--- src/rtl/logic_unit_pipe.sv ---
// Single-stage bitwise logic unit with valid/ready handshake and chained accumulator.
// Optional LOGIC_UNIT_PIPE_STATS_EN adds a 16-bit output-transfer counter (xfer_count).
module logic_unit_pipe #(
  parameter int WIDTH = 8
) (
  input  logic             clk,
  input  logic             rst,
  input  logic             in_valid,
  output logic             in_ready,
  input  logic [2:0]       op,
  input  logic             chain,
  input  logic [WIDTH-1:0] a,
  input  logic [WIDTH-1:0] b,
  output logic             out_valid,
  input  logic             out_ready,
  output logic [WIDTH-1:0] y,
  output logic             zero,
`ifdef LOGIC_UNIT_PIPE_STATS_EN
  output logic [15:0]      xfer_count,
`endif
  output logic             parity
);

  logic             valid_q, valid_d;
  logic [WIDTH-1:0] y_q, y_d;
  logic             zero_q, zero_d;
  logic             par_q, par_d;
  logic [WIDTH-1:0] acc_q, acc_d;
  logic [WIDTH-1:0] opb;
  logic [WIDTH-1:0] res;
  logic             xfer_in;
  logic             xfer_out;

  assign in_ready = !valid_q || out_ready;
  assign xfer_in  = in_valid && in_ready;
  assign xfer_out = valid_q && out_ready;
  assign opb      = chain ? acc_q : b;

  always_comb begin
    res = '0;
    unique case (op)
      3'd0: res = a & opb;
      3'd1: res = a | opb;
      3'd2: res = ~a;
      3'd3: res = ~opb;
      3'd4: res = ~(a & opb);
      3'd5: res = ~(a | opb);
      3'd6: res = a ^ opb;
      3'd7: res = ~(a ^ opb);
      default: res = '0;
    endcase
  end

  always_comb begin
    valid_d = valid_q;
    y_d     = y_q;
    zero_d  = zero_q;
    par_d   = par_q;
    acc_d   = acc_q;
    if (xfer_in) begin
      valid_d = 1'b1;
      y_d     = res;
      zero_d  = (res == '0);
      par_d   = ^res;
      acc_d   = res;
    end else if (xfer_out) begin
      valid_d = 1'b0;
    end
  end

  always_ff @(posedge clk or posedge rst) begin
    if (rst) begin
      valid_q <= 1'b0;
      y_q     <= '0;
      zero_q  <= 1'b1;
      par_q   <= 1'b0;
      acc_q   <= '0;
    end else begin
      valid_q <= valid_d;
      y_q     <= y_d;
      zero_q  <= zero_d;
      par_q   <= par_d;
      acc_q   <= acc_d;
    end
  end

  assign out_valid = valid_q;
  assign y         = y_q;
  assign zero      = zero_q;
  assign parity    = par_q;

`ifdef LOGIC_UNIT_PIPE_STATS_EN
  logic [15:0] cnt_q, cnt_d;

  // Free-running wrap at 16 bits
  assign cnt_d = xfer_out ? cnt_q + 16'd1 : cnt_q;

  always_ff @(posedge clk or posedge rst) begin
    if (rst) cnt_q <= '0;
    else     cnt_q <= cnt_d;
  end

  assign xfer_count = cnt_q;
`endif

endmodule
--- config.mk ---
export PLATFORM = sky130hd
export DESIGN_NAME = logic_unit_pipe
export DESIGN_NICKNAME = d
export VERILOG_FILES = /design/src/rtl/logic_unit_pipe.sv
export SDC_FILE = /design/constraint.sdc
export NUM_CORES = 1
export LEC_CHECK = 0
export BUFFER_PORTS_ARGS = -buffer_cell sky130_fd_sc_hd__buf_4
export CORE_UTILIZATION = 54
export CTS_BUF_LIST = sky130_fd_sc_hd__clkbuf_16
export DETAILED_ROUTE_END_ITERATION = 8
export GPL_TIMING_DRIVEN = 0
export PLACE_DENSITY = 0.92
export SETUP_SLACK_MARGIN = 0.1
export SKIP_CTS_REPAIR_TIMING = 1
export SLEW_MARGIN = 10
export SYNTH_ARGS = -nofsm -noshare
export SYNTH_HDL_FRONTEND = slang
export SYNTH_SLANG_ARGS = --single-unit
--- constraint.sdc ---
create_clock -name clk -period 2.83 [get_ports clk]
set_clock_uncertainty 0.05 [all_clocks]
set_input_delay 0.283 -clock clk [delete_from_list [all_inputs] [get_ports clk]]
set_output_delay 0.283 -clock clk [all_outputs]
set_load 0.02 [all_outputs]
==> flow_summary.toml <==
[outcome]
status = "finished with violations"
violations = "negative hold slack"

[setup_path]
worst-path-buf-inv = 0
criticalPathCategory = "flop to flop"
cp_slowest_cell = "dfrtp_1"
worstSetupStartpoint = "acc_q[4]$_DFFE_PP0P_"
endpoint = "parity$_DFFE_PP0P_"
cp_max_fo = 3
critPathTopFamily = "compound AO/OA/AOI/OAI gates"
crit_path_cell_trace = "mux2i_1 -> ha_1 -> nand2b_1 -> a32o_1 -> o32ai_2 -> ha_1 -> xnor2_1 -> xnor2_1 -> o21ai_0"
worst_setup_path_end_kind = "flop"
r2r_end = "parity$_DFFE_PP0P_"
reg2reg_from = "acc_q[4]$_DFFE_PP0P_"
reg2reg_setup_slack_ps = 230
cp_num_cells = 9
cp-start-kind = "flop"
cpPeakStageDelay_ps = 390
crit_required_ps = 2890
r2r_cells = 9
worstPathArrival_ps = 2660

[pwr]
p_per_area_nw_per_um2 = 481
vdd_ir_drop_max_v = 0.000635
p_leak_uw = 0.000930

[sta]
worst_slew_pin_slew_ps = 422
fin_crit_sh_pct = 91.9
drv_slew = 0
slew_headroom_pct = 71.8
setup_violations = 0
finalCriticalPeriod_ps = 2600
hold_viol = 10
rsz0062_at_grt = "no"
fmax_mhz = 385
whs_ps = -4.92
tns_ps = 0

[yosys]
synth_top_area_share_pct = 16.9
ys_seq_area_share_pct = 18.7
netlist_top_cells_area = "dfrtp_1 17%, ha_1 17%, inv_1 4.8%, nand2b_1 4.7%, a21oi_1 4.1%"
synth_edf_count = 0
ys.flop_type = "dfrtp_1"
synth_nets = 226
synth_cell_types = 42
syn_area_per_cell_sq_um = 8.11
syn_inst = 182
syn-cell-area_sq_um = 1480
synth-async-reset-ratio_pct = 100
ys_seq_elements = 11
yosys_warnings = 0
yosys.area.top_type = "dfrtp_1"

[floorplan]
fp.dieW_um = 54.3
boundaryPins = 36
placementRows = 18
core_area_sq_um = 2520
die_h_um = 54.3
start_util_pct = 58.5
die_area_sq_um = 2950

[grt]
antenna_found_initial = 0
grt_pass1_vias = 1299
grt_use_met3_pct = 3.33
grt_max_degree = 12
top_usage_layer = "met2"
grtUsageMet2_pct = 49.2
grt_pass1_wl_um = 5710
grt_use_total_pct = 26.6
gr-total-overflow = 0
met1_usage_pct = 33.6

[detailed_routing]
vias = 1468
ant_nets = 0
drc = 0
viasPerCell = 5.90
drt-pass1-iter-count = 4
drtIter0Drc = 55
drt_wl_total_um = 3610
drt-wirelength-per-cell_um = 14.5

[final_layout]
multi_input_area_sq_um = 1070
fin_nets = 264
syn_to_final_growth_pct = 26.0
fillers = 191
drive_above_1_share_pct = 26.9
seq_area_sq_um = 277
n_antenna_cell = 0

[placed_design]
gp_congestion = 0.826
hpwlAfterDp_um = 2780
port_buffers = 33

[clock_network]
cts_made_buffers = 3
cts_tree = "yes"
cts_buffer_depth = 2
cts_root_buf = "clkbuf_16"
cts_num_sinks = 11
clk_pin_slew_worst_paths_ps = 40
htreeDepth = 1
clkLatencyLatePin_ps = 230

[min_path]
hp-class = "input port to async pin"

[flow_run]
max_cap_viol_count = 0
==> layout make-up <==
class	instances	area share, %
repair buffers	33	13.3
well taps	30	2.02
flip-flops and latches	11	14.9
multi-input cells	140	57.3
clock buffers	3	4.03
clock inverters	1	0.202
plain buffers	12	4.44
inverters	19	3.83
==> metal layers <==
layer  share of wire, %  vias to the layer above
met5                  0                        -
met4                  0                        0
met3                4.9                        0
met2                 51                       55
met1                 44                      703
li1                   -                      710
==> kinds of logic after synthesis <==
| kind of cell | Yosys count | share of synthesized area (%) |
|---|---|---|
| and+or+nand+nor | 55 | 18.8 |
| AOI/OAI and AO/OA | 49 | 24.4 |
| buffers and inverters | 31 | 10.4 |
| adders and majority gates | 20 | 16.9 |
| DFF | 11 | 18.7 |
| muxes | 10 | 7.12 |
| xor gates and xnor gates | 6 | 3.56 |
==> through the flow <==
step,power (uW),worst slack (ps),area [sq um],utilization (%),cells
floorplan,495,410,1480,-,182
global placement,613,191,1760,69.8,245
detailed placement,627,135,1760,69.8,245
CTS,888,185,1840,73.0,249
global route,961,108,1860,73.8,249
finish,895,230,1860,73.8,249
==> cells in the final DEF (no fill, tap or decap), types with 2 or more instances in the layout <==
cell type	n
a22o_1	5
xnor2_1	4
dfrtp_1	10
ha_1	20
nor2_1	13
a21oi_1	12
or3_1	2
o21ai_1	5
buf_2	3
o31a_1	2
o211ai_1	2
xor2_1	2
mux2i_2	2
and3_1	2
o32ai_2	3
nand2b_1	11
o21ai_0	7
clkbuf_16	3
a2bb2oi_1	2
nor2b_1	3
mux2_2	4
o221ai_1	2
a32o_1	3
mux2i_1	3
nand2_1	16
buf_4	40
inv_1	20
==> worst min-delay path by stage <==
| stage | startpoint | to | slack (ps) | cells after the start |
|---|---|---|---|---|
| floorplan | rst | acc_q[0]$_DFFE_PP0P_ | 80 | 1 |
| detailed placement | rst | acc_q[3]$_DFFE_PP0P_ | 250 | 2 |
| finish | rst | acc_q[3]$_DFFE_PP0P_ | -5 | 2 |
| global route | rst | acc_q[3]$_DFFE_PP0P_ | 30 | 2 |
| CTS | rst | parity$_DFFE_PP0P_ | 9 | 2 |
| global placement | rst | parity$_DFFE_PP0P_ | 250 | 2 |
==> synth_stat cells, types with 3 or more instances <==
library cell	n
nor2b_1	3
xnor2_1	4
a32o_1	3
o21ai_0	7
mux2_2	4
o32ai_2	3
inv_1	19
ha_1	20
nand2_1	16
mux2i_1	6
buf_2	3
a21oi_1	12
a22o_1	5
nand2b_1	11
nor2_1	13
buf_4	7
dfrtp_1	10
o21ai_1	5
==> state kept, by name, summed over array words and instances (netlist names) <==
| name | cells |
|---|---|
| parity | 1 |
| out_valid | 1 |
| acc_q | 8 |
| zero | 1 |
==> power breakdown <==
| part | switching [uW] | total [uW] | internal [uW] |
|---|---|---|---|
| Sequential | 24.4 | 213 | 189 |
| Combinational | 226 | 430 | 204 |
| Clock | 66.8 | 252 | 185 |
==> worst register-to-register path, cell delays in order, from the launching register on <==
cell      delay, ps
dfrtp_1         390
mux2i_1         280
ha_1            290
nand2b_1        160
a32o_1          270
o32ai_2         290
ha_1            300
xnor2_1         190
xnor2_1         170
o21ai_0         100
No activity file was read; power rests on OpenSTA's default activity.
